$ cat src/rtl/cpu_mon_pkg.sv
`default_nettype none
// ============================================================================
//  Module      : cpu_mon_pkg
//  Description : Shared types and constants for the CPU run monitor: the
//                run-control state encoding, default halt encodings and the
//                run-cycle counter width.
//  Revision    : 1.0 - initial release
// ============================================================================
package cpu_mon_pkg;

    // Run-control state encoding. The parent FSM uses IDLE..DRAIN, DONE and
    // DUMP_RD (meaning "dump in progress"); the scanner uses IDLE and the
    // three DUMP_* states.
    typedef enum logic [2:0] {
        ST_IDLE      = 3'd0,
        ST_RESET     = 3'd1,
        ST_RUN       = 3'd2,
        ST_DRAIN     = 3'd3,
        ST_DUMP_RD   = 3'd4,
        ST_DUMP_WAIT = 3'd5,
        ST_DUMP_OUT  = 3'd6,
        ST_DONE      = 3'd7
    } cpu_mon_state_e;

    // Default halt encodings of the 16-bit core
    localparam logic [15:0] c_HALT_OP_A_DEFAULT = 16'hE000;
    localparam logic [15:0] c_HALT_OP_B_DEFAULT = 16'hE7FF;

    // Width of the saturating RUN-cycle counter
    localparam int c_CYCLE_W = 32;

endpackage : cpu_mon_pkg
`default_nettype wire

$ cat src/rtl/cpu_mon_dump_scanner.sv
`default_nettype none
// ============================================================================
//  Module      : cpu_mon_dump_scanner
//  Description : Data-memory scanner. On a go pulse it reads addresses
//                0..DUMP_DEPTH-1 through a one-cycle-latency read port and
//                presents each word on a valid/ready port. Zero words are
//                skipped unless CPU_MON_DUMP_ALL_EN is defined, in which case
//                every address is emitted. Pulses finished (combinationally)
//                on the cycle the last address is retired.
//  Config      : CPU_MON_DUMP_ALL_EN - emit every word, zeros included
//  Revision    : 1.0 - initial release
// ============================================================================
module cpu_mon_dump_scanner
    import cpu_mon_pkg::*;
#(
    parameter int unsigned DATA_W     = 16,
    parameter int unsigned ADDR_W     = 16,
    parameter int unsigned DUMP_DEPTH = 2**ADDR_W
) (
    input  logic              clk,
    input  logic              reset_n,
    input  logic              go,
    output logic              finished,
    output logic              mem_rd_en,
    output logic [ADDR_W-1:0] mem_rd_addr,
    input  logic [DATA_W-1:0] mem_rd_data,
    output logic              dump_valid,
    input  logic              dump_ready,
    output logic [ADDR_W-1:0] dump_addr,
    output logic [DATA_W-1:0] dump_data
);

    localparam logic [ADDR_W-1:0] c_LAST_ADDR = ADDR_W'(DUMP_DEPTH - 1);

    cpu_mon_state_e    r_state;
    logic [ADDR_W-1:0] r_addr;
    logic [ADDR_W-1:0] r_dump_addr;
    logic [DATA_W-1:0] r_dump_data;

    logic w_skip;
    logic w_last;
    logic w_advance;

    // Decide whether the word returned this cycle is dropped
`ifdef CPU_MON_DUMP_ALL_EN
    always_comb begin
        w_skip = 1'b0;
    end
`else
    always_comb begin
        w_skip = (mem_rd_data == '0);
    end
`endif

    // Retire the current address: skipped zero word or accepted dump word
    always_comb begin
        w_last    = (r_addr == c_LAST_ADDR);
        w_advance = ((r_state == ST_DUMP_WAIT) && w_skip) ||
                    ((r_state == ST_DUMP_OUT) && dump_ready);
        finished  = w_advance && w_last;
    end

    // Scan sequencer: read, wait for data, optionally present, advance
    always_ff @(posedge clk or negedge reset_n) begin
        if (!reset_n) begin
            r_state     <= ST_IDLE;
            r_addr      <= '0;
            r_dump_addr <= '0;
            r_dump_data <= '0;
        end else begin
            case (r_state)
                ST_IDLE: begin
                    if (go) begin
                        r_addr  <= '0;
                        r_state <= ST_DUMP_RD;
                    end
                end
                ST_DUMP_RD: begin
                    r_state <= ST_DUMP_WAIT;
                end
                ST_DUMP_WAIT: begin
                    if (w_skip) begin
                        // The address never wraps: the last one ends the scan
                        if (w_last) begin
                            r_state <= ST_IDLE;
                        end else begin
                            r_addr  <= r_addr + 1'b1;
                            r_state <= ST_DUMP_RD;
                        end
                    end else begin
                        r_dump_addr <= r_addr;
                        r_dump_data <= mem_rd_data;
                        r_state     <= ST_DUMP_OUT;
                    end
                end
                ST_DUMP_OUT: begin
                    if (dump_ready) begin
                        if (w_last) begin
                            r_state <= ST_IDLE;
                        end else begin
                            r_addr  <= r_addr + 1'b1;
                            r_state <= ST_DUMP_RD;
                        end
                    end
                end
                default: begin
                    r_state <= ST_IDLE;
                end
            endcase
        end
    end

    // Outputs decode straight from registers, so dump_valid has no path
    // from dump_ready
    always_comb begin
        mem_rd_en   = (r_state == ST_DUMP_RD);
        mem_rd_addr = r_addr;
        dump_valid  = (r_state == ST_DUMP_OUT);
        dump_addr   = r_dump_addr;
        dump_data   = r_dump_data;
    end

endmodule : cpu_mon_dump_scanner
`default_nettype wire

$ cat src/rtl/cpu_run_monitor.sv
`default_nettype none
// ============================================================================
//  Module      : cpu_run_monitor
//  Description : Run-control and result-dump engine for the 16-bit core.
//                Holds the core in reset for RESET_CYCLES, runs it while
//                counting cycles until a halt encoding (or TIMEOUT) is seen,
//                drains the pipeline for DRAIN_CYCLES and then hands off to
//                the dump scanner, which streams data memory out.
//  Config      : CPU_MON_DUMP_ALL_EN - dump every word (see scanner)
//  Revision    : 1.0 - initial release
// ============================================================================
module cpu_run_monitor
    import cpu_mon_pkg::*;
#(
    parameter int unsigned       DATA_W       = 16,
    parameter int unsigned       ADDR_W       = 16,
    parameter int unsigned       DUMP_DEPTH   = 2**ADDR_W,
    parameter int unsigned       RESET_CYCLES = 4,
    parameter int unsigned       DRAIN_CYCLES = 10,
    parameter int unsigned       TIMEOUT      = 0,
    parameter logic [DATA_W-1:0] HALT_OP_A    = DATA_W'(c_HALT_OP_A_DEFAULT),
    parameter logic [DATA_W-1:0] HALT_OP_B    = DATA_W'(c_HALT_OP_B_DEFAULT)
) (
    input  logic                 clk,
    input  logic                 reset_n,
    input  logic                 start,
    input  logic [DATA_W-1:0]    instr,
    input  logic                 instr_valid,
    output logic                 cpu_reset,
    output logic                 mem_rd_en,
    output logic [ADDR_W-1:0]    mem_rd_addr,
    input  logic [DATA_W-1:0]    mem_rd_data,
    output logic                 dump_valid,
    input  logic                 dump_ready,
    output logic [ADDR_W-1:0]    dump_addr,
    output logic [DATA_W-1:0]    dump_data,
    output logic                 busy,
    output logic                 done,
    output logic                 timed_out,
    output logic [c_CYCLE_W-1:0] cycle_count
);

    localparam logic [c_CYCLE_W-1:0] c_RESET_LAST   = c_CYCLE_W'(RESET_CYCLES - 1);
    localparam logic [c_CYCLE_W-1:0] c_DRAIN_LAST   = c_CYCLE_W'(DRAIN_CYCLES - 1);
    localparam logic [c_CYCLE_W-1:0] c_TIMEOUT_LAST = c_CYCLE_W'(TIMEOUT - 1);

    // r_state uses ST_DUMP_RD to mean "scanner owns the dump phase"
    cpu_mon_state_e       r_state;
    cpu_mon_state_e       w_state_nxt;
    logic [c_CYCLE_W-1:0] r_cnt;
    logic [c_CYCLE_W-1:0] r_cycle_count;
    logic                 r_timed_out;

    logic w_halt;
    logic w_timeout;
    logic w_dump_go;
    logic w_scan_finished;

    // Halt / timeout qualification for the current RUN cycle
    always_comb begin
        w_halt    = instr_valid && ((instr == HALT_OP_A) || (instr == HALT_OP_B));
        // Fires on the cycle whose edge brings cycle_count to TIMEOUT
        w_timeout = (TIMEOUT != 0) && (r_cycle_count == c_TIMEOUT_LAST);
    end

    // Next-state logic; w_dump_go launches the scanner on entry to the dump
    always_comb begin
        w_state_nxt = r_state;
        w_dump_go   = 1'b0;
        case (r_state)
            ST_IDLE, ST_DONE: begin
                if (start) begin
                    w_state_nxt = ST_RESET;
                end
            end
            ST_RESET: begin
                if (r_cnt == c_RESET_LAST) begin
                    w_state_nxt = ST_RUN;
                end
            end
            ST_RUN: begin
                if (w_halt || w_timeout) begin
                    if (DRAIN_CYCLES == 0) begin
                        w_state_nxt = ST_DUMP_RD;
                        w_dump_go   = 1'b1;
                    end else begin
                        w_state_nxt = ST_DRAIN;
                    end
                end
            end
            ST_DRAIN: begin
                if (r_cnt == c_DRAIN_LAST) begin
                    w_state_nxt = ST_DUMP_RD;
                    w_dump_go   = 1'b1;
                end
            end
            ST_DUMP_RD: begin
                if (w_scan_finished) begin
                    w_state_nxt = ST_DONE;
                end
            end
            default: begin
                w_state_nxt = ST_IDLE;
            end
        endcase
    end

    // State, phase counter, run-cycle counter and sticky timeout flag
    always_ff @(posedge clk or negedge reset_n) begin
        if (!reset_n) begin
            r_state       <= ST_IDLE;
            r_cnt         <= '0;
            r_cycle_count <= '0;
            r_timed_out   <= 1'b0;
        end else begin
            r_state <= w_state_nxt;
            case (r_state)
                ST_IDLE, ST_DONE: begin
                    if (start) begin
                        r_cnt         <= '0;
                        r_cycle_count <= '0;
                        r_timed_out   <= 1'b0;
                    end
                end
                ST_RESET: begin
                    r_cnt <= (r_cnt == c_RESET_LAST) ? '0 : r_cnt + 1'b1;
                end
                ST_RUN: begin
                    r_cnt <= '0;
                    if (r_cycle_count != '1) begin
                        r_cycle_count <= r_cycle_count + 1'b1;
                    end
                    // A halt on the timeout cycle wins: no timeout flagged
                    if (w_timeout && !w_halt) begin
                        r_timed_out <= 1'b1;
                    end
                end
                ST_DRAIN: begin
                    r_cnt <= r_cnt + 1'b1;
                end
                default: begin
                    r_cnt <= r_cnt;
                end
            endcase
        end
    end

    // Status outputs decoded from the state register
    always_comb begin
        cpu_reset   = (r_state == ST_IDLE) || (r_state == ST_RESET) || (r_state == ST_DONE);
        busy        = (r_state != ST_IDLE) && (r_state != ST_DONE);
        done        = (r_state == ST_DONE);
        timed_out   = r_timed_out;
        cycle_count = r_cycle_count;
    end

    cpu_mon_dump_scanner #(
        .DATA_W     (DATA_W),
        .ADDR_W     (ADDR_W),
        .DUMP_DEPTH (DUMP_DEPTH)
    ) u_scanner (
        .clk         (clk),
        .reset_n     (reset_n),
        .go          (w_dump_go),
        .finished    (w_scan_finished),
        .mem_rd_en   (mem_rd_en),
        .mem_rd_addr (mem_rd_addr),
        .mem_rd_data (mem_rd_data),
        .dump_valid  (dump_valid),
        .dump_ready  (dump_ready),
        .dump_addr   (dump_addr),
        .dump_data   (dump_data)
    );

endmodule : cpu_run_monitor
`default_nettype wire

$ cat config.mk
export PLATFORM = sky130hd
export DESIGN_NAME = cpu_run_monitor
export DESIGN_NICKNAME = d
export VERILOG_FILES = /design/src/rtl/cpu_mon_pkg.sv /design/src/rtl/cpu_mon_dump_scanner.sv /design/src/rtl/cpu_run_monitor.sv
export SDC_FILE = /design/constraint.sdc
export NUM_CORES = 1
export LEC_CHECK = 0
export ABC_AREA = 1
export CAP_MARGIN = 20
export CORE_MARGIN = 2
export CORE_UTILIZATION = 40
export DETAILED_ROUTE_END_ITERATION = 12
export GPL_ROUTABILITY_DRIVEN = 0
export SETUP_SLACK_MARGIN = 0.5
export SLEW_MARGIN = 10
export SYNTH_ARGS = -nofsm -noshare
export SYNTH_HDL_FRONTEND = slang
export SYNTH_SLANG_ARGS = --single-unit
$ cat constraint.sdc
create_clock -name clk -period 2.9 [get_ports clk]
set_input_delay 0.58 -clock clk [delete_from_list [all_inputs] [get_ports clk]]
set_output_delay 0.58 -clock clk [all_outputs]
set_load 0.01 [all_outputs]
; Word-level counts from Yosys, hierarchy flattened
; Cells that the tools add are included.
[word_totals]
reg_bits = 118
word_cells = 81
in_bits = 37
out_inout_bits = 86
[op_classes]
n_reduce_logical = 23
mux = 23
add_sub_neg = 3
eq_ne = 24
bitwise_logic = 1
[op_table]
columns = op, count
row1 = $pmux 32 s4, 1
row2 = $mux 32, 3
row3 = $add 32x1->32 const B, 2
row4 = $mux 16, 4
row5 = $pmux 32 s2, 1
row6 = $eq 16x16->1 const B, 3
row7 = $pmux 16 s3, 1
row8 = $eq 32x2->1 const B, 1
row9 = $eq 32x4->1 const B, 1
row10 = $ne 32x32->1 const B, 1
row11 = $mux 3, 9
row12 = $add 16x1->16 const B, 1
row13 = $logic_not 16->1, 1
row14 = $eq 3x3->1 const B, 5
row15 = $pmux 3 s5, 1
row16 = $pmux 3 s4, 1
row17 = $ne 2x2->1 const B, 5
row18 = $ne 2x1->1 const B, 4
row19 = $eq 3x2->1 const B, 2
row20 = $logic_not 3->1, 2
row21 = $reduce_and 2->1, 3
row22 = $reduce_bool 3->1, 2
row23 = $logic_and 1x1->1, 5
row24 = $reduce_and 5->1, 1
row25 = other kinds (10), 14

; Depth between registers and ports, before layout
[logic_depth]
ltp_word = 6
ltp_mapped = 13
ltp_nobuf = 12

; Cells and area by module
; A second synthesis with hierarchy kept.
[unflattened]
hier_cells = 1055
area_unflattened_um2 = 7419.6
[by_module_without_submodules]
columns = mod, n_inst, area_per_inst_um2, seq_area_each_um2, cells_per_inst
row1 = cpu_run_monitor, 1, 4647.0, 1676.6, 697
row2 = cpu_mon_dump_scanner, 1, 2772.7, 1276.2, 358

; Worst setup path before layout
; No wires, ideal clock.
[synth_path]
path_kind = register -> register
from = register u_scanner.r_addr[0] (netlist: u_scanner.mem_rd_addr[0])
to = register u_scanner.r_addr[12] (netlist: u_scanner.mem_rd_addr[12])
synth_period_minus_slack_ps = 1796
t_arrival_ps = 1679
setup_time_ps = 117
path_slack_ps = 1104
required_time_ps = 2783
path_stages_with_launch = 13
path_buffers = 1
path_cell_list = dfrtp_1 -> ha_1 -> nand2_1 -> inv_1 -> nand2_1 -> nor2_1 -> nand3b_1 -> nor2_2 -> nor2_4 -> nand3_4 -> buf_6 -> nand2_1 -> nand2_1
[synth_between]
elab_chain_len = 4
elab_cells_between_ends = 6
cone_classes = 1 x add/sub / 1 x eq/ne / 4 x mux
[synth_rtl]
columns = element, line_no
row1 = start: declaration, cpu_mon_dump_scanner.sv:36  ; logic [ADDR_W-1:0] r_addr;
row2 = start signal: assignment, cpu_mon_dump_scanner.sv:87  ; r_addr <= r_addr + 1'b1;
row3 = start signal: assignment, cpu_mon_dump_scanner.sv:101  ; r_addr <= r_addr + 1'b1;
row4 = $add 16x1->16 or $eq 16x16->1 (tied branches), "cpu_mon_dump_scanner.sv:87, cpu_mon_dump_scanner.sv:101, cpu_mon_dump_scanner.sv:57"
row5 = $mux 16 (*), "cpu_mon_dump_scanner.sv:84, cpu_mon_dump_scanner.sv:98"
row6 = "$mux 16, on equally long branches", "cpu_mon_dump_scanner.sv:97, cpu_mon_dump_scanner.sv:82"
row7 = $pmux 16 s3 (*), cpu_mon_dump_scanner.sv:71  ; case (r_state)
; Mark *: on every way between the ends. The rest lies on a longest branch, timed or not. The select of a mux whose other input is x is not followed.
; A chain may end at the register's enable or synchronous reset.

; Final worst setup path
[layout_path]
from = register r_state[0]
to = output port done
[layout_between]
elab_chain_len = 1
[layout_rtl]
columns = element, line_no
row1 = start: declaration, cpu_run_monitor.sv:48  ; cpu_mon_state_e r_state;
row2 = start signal: assignment, cpu_run_monitor.sv:116  ; r_state <= w_state_nxt;
row3 = $eq 3x3->1, cpu_run_monitor.sv:152  ; done = (r_state == ST_DONE);
row4 = end: declaration, cpu_run_monitor.sv:38  ; output logic done,
; No other way between the ends.

==> results by group <==
Yosys
  – Post-synth top cells: 294 x nand2_1, 160 x nor2_1, 118 x dfrtp_1
  – Synth Instances: slightly above 1000
  – Main combinational cell family by area after synthesis: simple AND/OR/NAND/NOR gates
  – Yosys reg bits: approximately 120
  – Mean post-synth cell area: 6.96 um^2
  – Fraction of registers with async set/reset: 100%
  – Most frequent cell after synthesis: nand2_1
  – Register area share after synthesis: 41.8%
  – Synth warn: 0
  – XOR/XNOR Fraction of Synth Area: 3.35%
  – Area share of the largest cell type after synthesis: a little over two fifths
  – Post-synthesis cell area: just over 7000 um^2
  – Area leader, netlist: dfrtp_1
  – Distinct cells, synth: 37
  – Syn_nets: 1056
  – Post-synthesis simple-gate area fraction: between 30% and 40%
  – Number of flops mapped to enable cells by yosys: 0
  – Synth area leaders: dfrtp_1 42%, nand2_1 16%, nor2_1 8.5%
  – Main synth FF type: dfrtp_1
  – Mux contribution to synthesized area: 0%
  – Synth Area in Adders: less than 1%
  – Post-synthesis compound-gate area fraction: 6.60%

Global route
  – First-pass GRT wire length: between 30000 and 40000 um
  – Pin count of the biggest net entering global routing: 40
  – Routing usage on met1: between 30 and 40%
  – Global route hottest layer: met2
  – All-Layer GR Usage: 21.6%
  – GRT overflow: 0
  – Global Route met2 Usage: roughly a third
  – Met3 GRT Util: roughly 4.3%
  – Initial antenna violation count: 0
  – Vias in the first global route: between 6000 and 7000

Timing
  – Clock skew: 0.0143 ns
  – Final Hold Fails: 0
  – Hold WS: 0.0837 ns
  – Min cycle time layout: approximately 2.3 ns
  – Total Neg Setup Slack: 0 ns
  – Fin crit share: between 70 and 80%
  – Final setup viols: 0
  – Slew Limit Fails: 0
  – Fmax achieved: approximately 0.43 GHz
  – Slew margin rel.: around three fifths
  – RSZ-0062 raised after global routing: false
  – Least-Margin Pin Slew: ~0.58 ns

CTS
  – Skew-Pair Late Insertion Delay: around 0.43 ns
  – H-tree lvl count: 4
  – Clock Pin Slew Worst Setup and Hold Paths: around 0.060 ns
  – Clock buffer depth: 2
  – Total CTS buffers: 17
  – TritonCTS clock tree: done
  – CTS sink cnt: 118
  – Root Driver: clkbuf_16

Placed design
  – DP HPWL: roughly 14000 um
  – I/O Buffers: between 100 and 150

Route
  – DR DRC count: 0
  – Vias per cell: 4.93
  – Antenna-violating nets left: 0
  – Pre-antenna DRT Iters: 5
  – DR vias: approximately 7000
  – DR iter-0 viols: 492
  – WL/cell: roughly 14 um
  – Drt total wl: 19200 um

Power and ir drop
  – Pleak: between 4 and 5 nW
  – Maximum vdd drop: ~0.43 mV
  – Comb power frac: 21.4%
  – Sw Ratio: roughly 30%
  – Clock power frac: 41.2%
  – Power Total: roughly 5.0 mW
  – Internal power: 3.50 mW
  – Sw Pwr: about 1.5 mW
  – Power density cells: approximately 550 nW/um^2
  – Reg power frac: a little under two fifths

Worst setup path
  – Crit-path max FO: 5
  – Worst Setup End Kind: output pin
  – CP Class: register to output pin
  – WP data required: 2.32 ns
  – Data arrival, critical path: around 1.7 ns
  – CP Launch Type: register

Floorplanning
  – Core Rows: 48
  – Full die area: 18700 um^2
  – Chip Width: 137 um
  – Die Y: 137 um
  – Core Footprint: about 17000 um^2
  – Num ports: approximately 120
  – Initial Util: about 41%

Worst hold path
  – Type of the worst min-delay path: primary input to async pin

Flow run
  – Max-cap violations: 0

Layout
  – Layout cell share with drive strength beyond 1: ~7.4%
  – ANT cells: 0
  – Fillers: 1722
  – Layout Nets: roughly 1200
  – Area growth syn-to-layout: 29.1%

Run status
  – Status: finished clean
==> logic make-up after synthesis <==
family,Yosys count
xor gates and xnor gates,27
AOI/OAI and AO/OA,91
DFF,118
adders and majority gates,4
other,1
buffers and inverters,138
and+or+nand+nor,636
==> critical path: stages, from the launching register on <==
cell and delay, ns:
dfrtp_2 0.43, nand2_2 0.12, inv_1 0.08, nand2_1 0.05, inv_1 0.05, clkdlybuf4s50_1 0.57
==> cell type report <==
| type | count | area, um^2 | share of cell area (%) |
|---|---|---|---|
| clock buffer | 20 | 447 | 4.89 |
| timing repair buffer | 135 | 1330 | 14.6 |
| multi-input combinational | 759 | 3560 | 39.0 |
| tap | 225 | 282 | 3.08 |
| sequential | 118 | 2960 | 32.4 |
| clock inverter | 12 | 130 | 1.43 |
| inverter | 112 | 420 | 4.61 |
==> final timing paths <==
kind	slack (ns)	startpoint	to	cells past startpoint
hold reg to reg	0.48	u_scanner.dump_data[5]	u_scanner.dump_data[5]	2
max in group asynchronous	2.10	reset_n	r_cnt[2]	2
min in group clk	0.48	u_scanner.dump_data[5]	u_scanner.dump_data[5]	2
hold / removal	0.08	reset_n	u_scanner.dump_data[9]	1
setup / recovery	0.60	r_state[0]	done	5
setup reg to reg	0.72	cycle_count[0]	cycle_count[25]	11
==> layer usage <==
metal	up-vias	wire length, um
li1	3514	-
met1	3073	9160
met2	196	8680
met3	23	1090
met4	0	259
met5	-	0
==> flip-flops by register name, indices dropped and copies added, names as in the netlist <==
signal and cells:
cycle_count 32, r_cnt 32, r_state 3, u_scanner.dump_addr 16, u_scanner.dump_data 16, u_scanner.mem_rd_addr 16
u_scanner.r_state 3
==> power groups by stage <==
| stage | clock (mW) | combinational [mW] | sequential [mW] |
|---|---|---|---|
| after CTS | 2.12 | 1.09 | 1.88 |
| after global routing | 2.19 | 1.20 | 1.90 |
| after global placement | 0 | 1.09 | 1.91 |
| after detailed placement | 0 | 1.09 | 1.91 |
| after floorplan | 0 | 0.555 | 1.95 |
| final | 2.07 | 1.08 | 1.88 |
==> layout by cell type, fill, tap and decap left out, types with 2 or more instances in the layout <==
cell type	count
nor3b_2	2
nor3b_1	3
o21ai_1	32
o211ai_1	3
nor3_1	42
nand3_2	2
nand4_1	32
dfrtp_2	3
clkinv_2	3
ha_1	4
clkinv_4	2
clkbuf_16	17
nand3_1	66
inv_2	10
clkdlybuf4s50_1	117
a21oi_1	14
xnor2_1	5
xor2_1	22
o21ai_0	39
clkinvlp_4	5
bufinv_16	2
nor2_1	159
dlymetal6s2s_1	2
buf_4	14
inv_1	102
and2_1	2
nor4_1	3
nand3b_1	9
nor2_4	4
nor3_2	2
or2_2	3
nand2_2	5
nor2_2	7
nand2_1	292
clkbuf_1	2
dfrtp_1	115
==> stage by stage <==
step,worst slack [ns],area (um^2),std cells,utilization (%)
finish,0.601,9130,1381,52.8
floorplan,1.10,7070,1015,-
global route,0.513,9130,1381,52.8
CTS,0.505,9120,1381,52.7
global placement,0.518,8490,1345,49.1
detailed placement,0.484,8490,1345,49.1
==> what timing repair did <==
item | in CTS | in global routing
pin swaps | 1 | 0
resized for setup | 9 | 3
hold buffers | 0 | 0
buffers inserted | 4 | 0
endpoints found under the setup margin | 2 | 11
No activity file was read; power rests on OpenSTA's default activity.
